`config.mk`:
```
export PLATFORM = sky130hd
export DESIGN_NAME = burrito_ctrl
export DESIGN_NICKNAME = d
export VERILOG_FILES = /design/src/rtl/burrito_ctrl.sv
export SDC_FILE = /design/constraint.sdc
export NUM_CORES = 1
export LEC_CHECK = 0
export CAP_MARGIN = 10
export CORE_ASPECT_RATIO = 0.75
export CORE_UTILIZATION = 26
export DETAILED_ROUTE_END_ITERATION = 8
export PLACE_DENSITY_LB_ADDON = 0.25
export SYNTH_ARGS = -nofsm -noshare
export SYNTH_HDL_FRONTEND = slang
export SYNTH_SLANG_ARGS = --single-unit
export TNS_END_PERCENT = 20
```
`constraint.sdc`:
```
create_clock -name clk -period 1.6 [get_ports clk]
set_input_delay 0.48 -clock clk [delete_from_list [all_inputs] [get_ports clk]]
set_output_delay 0.48 -clock clk [all_outputs]
set_load 0.05 [all_outputs]
```
`src/rtl/burrito_ctrl.sv`:
```
// Multi-cycle sequencer for the Burrito register-file + ALU datapath.
// Optional statistics counters are enabled with `define BURRITO_CTRL_STATS_EN.
module burrito_ctrl #(
    parameter int EXEC_CYCLES = 1,
    parameter int CNT_W       = 16
) (
    input  logic             clk,
    input  logic             rst,
    input  logic [31:0]      instr,
    input  logic             instr_valid,
    output logic             instr_ready,
    output logic             RegWrite,
    output logic [4:0]       Addr_op1,
    output logic [4:0]       Addr_op2,
    output logic [4:0]       Addr_Destino,
    output logic [2:0]       Operacion,
    output logic             busy,
    output logic             done,
`ifdef BURRITO_CTRL_STATS_EN
    output logic [CNT_W-1:0] retired_cnt,
    output logic [CNT_W-1:0] illegal_cnt,
`endif
    output logic             illegal
);

    typedef enum logic [1:0] {IDLE, DECODE, EXEC, WB} state_t;

    typedef struct packed {
        logic       legal;
        logic [2:0] op;
    } dec_t;

    state_t      state;
    logic [31:0] instr_q;
    logic [3:0]  exec_cnt;
    dec_t        dec_in;
    dec_t        dec_q;
    logic        unused_bits;

    function automatic dec_t decode(input logic [31:0] w);
        dec_t d;
        d.legal = (w[31:26] == 6'b000000);
        d.op    = 3'b000;
        case (w[5:0])
            6'h20:   d.op = 3'b010;
            6'h22:   d.op = 3'b110;
            6'h24:   d.op = 3'b000;
            6'h25:   d.op = 3'b001;
            6'h2A:   d.op = 3'b111;
            default: d.legal = 1'b0;
        endcase
        return d;
    endfunction

    assign dec_in = decode(instr);
    assign dec_q  = decode(instr_q);

    // Register addresses come straight from the latched word, so they hold in IDLE.
    assign Addr_op1     = instr_q[25:21];
    assign Addr_op2     = instr_q[20:16];
    assign Addr_Destino = instr_q[15:11];

    // shamt is never used by the datapath
    assign unused_bits = ^{instr_q[10:6], CNT_W > 0};

    always_ff @(posedge clk or posedge rst) begin
        if (rst) begin
            state       <= IDLE;
            instr_q     <= '0;
            exec_cnt    <= '0;
            instr_ready <= 1'b1;
            busy        <= 1'b0;
            RegWrite    <= 1'b0;
            Operacion   <= 3'b000;
            done        <= 1'b0;
            illegal     <= 1'b0;
        end else begin
            // NOTE: pulse outputs default low each cycle so they can only ever last one cycle.
            RegWrite <= 1'b0;
            done     <= 1'b0;
            illegal  <= 1'b0;
            case (state)
                IDLE: begin
                    if (instr_valid) begin
                        instr_q     <= instr;
                        instr_ready <= 1'b0;
                        busy        <= 1'b1;
                        Operacion   <= dec_in.legal ? dec_in.op : 3'b000;
                        illegal     <= !dec_in.legal;
                        state       <= DECODE;
                    end
                end
                DECODE: begin
                    if (dec_q.legal) begin
                        exec_cnt <= 4'(EXEC_CYCLES - 1);
                        state    <= EXEC;
                    end else begin
                        instr_ready <= 1'b1;
                        busy        <= 1'b0;
                        state       <= IDLE;
                    end
                end
                EXEC: begin
                    if (exec_cnt == 4'd0) begin
                        RegWrite <= (instr_q[15:11] != 5'd0);
                        done     <= 1'b1;
                        state    <= WB;
                    end else begin
                        exec_cnt <= exec_cnt - 4'd1;
                    end
                end
                WB: begin
                    instr_ready <= 1'b1;
                    busy        <= 1'b0;
                    state       <= IDLE;
                end
                default: state <= IDLE;
            endcase
        end
    end

`ifdef BURRITO_CTRL_STATS_EN
    // Counters saturate at all-ones rather than wrapping.
    always_ff @(posedge clk or posedge rst) begin
        if (rst) begin
            retired_cnt <= '0;
            illegal_cnt <= '0;
        end else begin
            if (done && (retired_cnt != '1))
                retired_cnt <= retired_cnt + 1'b1;
            if (illegal && (illegal_cnt != '1))
                illegal_cnt <= illegal_cnt + 1'b1;
        end
    end
`endif

endmodule
```
==> results.toml <==
[grt]
grt_busiest_layer = "met2"
grt.total_usage = 0.123
grtUsageMet2 = 0.188
antenna_found_initial = 0
gr-usage-met3 = 0.0413
grt_overflow = 0
grt.met1_usage = 0.164
grt_pass1_vias = 1447
grt_pass1_wl_um = 7060
grt_max_degree = 19

[placement]
dp_hpwl_um = 3070
place_congestion = 0.709
io_buffer_count = 52
place_area_um2 = 2740

[floorplan]
start_util = 0.272
io_pins = 58
die_area_um2 = 7560
die_x_um = 100
rows = 26
core_area_um2 = 6900
die_h_um = 75.6

[yosys]
synth_area_leaders = "dfrtp_1, nand2_1, buf_4"
synthCells = 202
async_flop_share = 1.00
synth.ff_latch_count = 41
synth_area_um2 = 1880
syn_area_per_cell_um2 = 9.28
synth_edf_count = 0
ys_types = 36
yosysTopAreaCellShare = 0.534
ys_seq_area_frac = 0.548
synth_ff_type = "dfrtp_1"
synth_area_leader_cell = "dfrtp_1"
synth_warnings = 0
syn_nets = 239

[sta]
finClkSkew_ps = 4.02
setup_viol = 0
worst_pin_slew_ps = 383
fin_crit_ps = 1490
clock.fmax_mhz = 669
slew_headroom = 0.743
setup_tns_ps = 0
maxSlewViolCount = 0
period_share = 0.934
rsz0062_at_grt = "no"
hold_viol = 0

[setup_path]
worstRegToRegCells = 6
reg2reg_from = "exec_cnt[0]"
endpoint_kind = "register"
ff2ff_setup_slack_ps = 120
reg2reg_to = "exec_cnt[3]"
worstSetupPathType = "in2reg"
cp.arrival_ps = 1720
worstPathRequired_ps = 1830
cp-start-kind = "input port"
crit_fanout = 3

[power_and_ir_drop]
power.density_nw_per_um2 = 1080
ir_drop_mv = 0.387
p_leak_nw = 1.41

[drt]
antenna_left = 0
via_per_inst = 4.12
routed_wire_length_per_instance_um = 11.6
wirelength_um = 4070
dr.pass1.iters = 4
drt_iter0_drc = 33
drc = 0
vias = 1446

[cells_and_area]
syn_to_final_growth_pct = 52.6
layout.cells.most_common = "nand2_1"
final_cell_mix = "nand2_1, dfrtp_1, clkdlybuf4s50_1"
drive_gt1_frac = 0.217
design_area_um2 = 2860
fillers = 693
fin_nets = 289
n_antenna_cell = 0

[min_path]
hp-class = "in2async"

[cts]
clk_latency_ps = 300
cts.path.max_buffers = 2
cts_sinks = 41
tritoncts = "built"
worst_setup_hold_path_clk_slew_ps = 80
clockRootBuffer = "clkbuf_8"
htree_levels = 2
cts_buffers = 5
hold_buffers = 0

[job]
cap_violations = 0

[run_status]
status = "finished, final reports clean"
-- metal layers --
| layer | vias to the layer above | wire length [um] |
|---|---|---|
| li1 | 728 | - |
| met1 | 677 | 2070 |
| met2 | 34 | 1740 |
| met3 | 7 | 213 |
| met4 | 0 | 55 |
| met5 | - | 0 |
-- state kept, by name, indices dropped and copies added, names as in the netlist, named ones only --
register     flops
Operacion        3
RegWrite         1
busy             1
done             1
exec_cnt         4
illegal          1
instr_q         27
instr_ready      1
state            1
-- area by class of cell --
class / count / area [um^2] / share of cell area
Clock buffer: 7 / 86.3 / 0.0302
Clock inverter: 1 / 30.0 / 0.0105
Inverter: 5 / 18.8 / 0.00656
Multi-Input combinational cell: 134 / 688 / 0.240
Sequential cell: 41 / 1030 / 0.359
Tap cell: 98 / 123 / 0.0429
Timing Repair Buffer: 65 / 888 / 0.310
-- cells by family (layout without fill, tap and decap cells) --
kind of cell / after synthesis / count (layout) / share of synthesized area
and+or+nand+nor: 113 / 113 / 0.277
DFF: 41 / 41 / 0.548
buffers and inverters: 27 / 78 / 0.0894
AOI/OAI and AO/OA: 17 / 17 / 0.0621
adders and majority gates: 2 / 2 / 0.0133
muxes: 2 / 2 / 0.0107
-- how the worst max path moves through the flow --
| stage | end | slack [ps] | startpoint |
|---|---|---|---|
| final | Operacion[1] | 110 | instr[27] |
| after global routing | exec_cnt[3] | 20 | exec_cnt[0] |
| after CTS | Operacion[2] | 20 | instr[26] |
| after detailed placement | Operacion[1] | -300 | instr[26] |
| after global placement | Operacion[2] | -280 | instr[26] |
| after floorplan | Operacion[0] | 180 | rst |
-- power breakdown --
part           switching, W  internal (W)
Sequential         0.000122       0.00117
Combinational      0.000474      0.000462
Clock              0.000360      0.000509
Total              0.000956       0.00214
-- critical path, stage by stage --
cell,delay (ps)
clkdlybuf4s50_1,440
nor4_2,290
and4b_2,310
nand2_1,80
o21ai_1,130
-- stage by stage --
stage          power, W  instances  hold WS (ps)   util  setup WS, ps
4_1_cts         0.00314        351           424  0.413          20.8
3_3_place_gp    0.00225        343           456  0.397          -278
2_1_floorplan   0.00181        202           437      -           176
3_5_place_dp    0.00226        343           467  0.397          -305
5_1_grt         0.00326        351           443  0.415          17.2
6_report        0.00309        351           426  0.415           105
-- Yosys cell counts, types with 2 or more instances --
master / instances
a21oi_1: 4
a31o_1: 3
buf_2: 5
buf_4: 16
dfrtp_1: 40
ha_1: 2
inv_1: 4
mux2i_1: 2
nand2_1: 88
nand2b_1: 3
nor2_1: 7
nor4b_2: 2
o21ai_1: 3
-- timing repair --
action / in CTS / in global routing
setup buffers: 0 / 0
setup endpoints to repair: 0 / 2
resized for setup: 0 / 3
No activity file was read; power rests on OpenSTA's default activity.
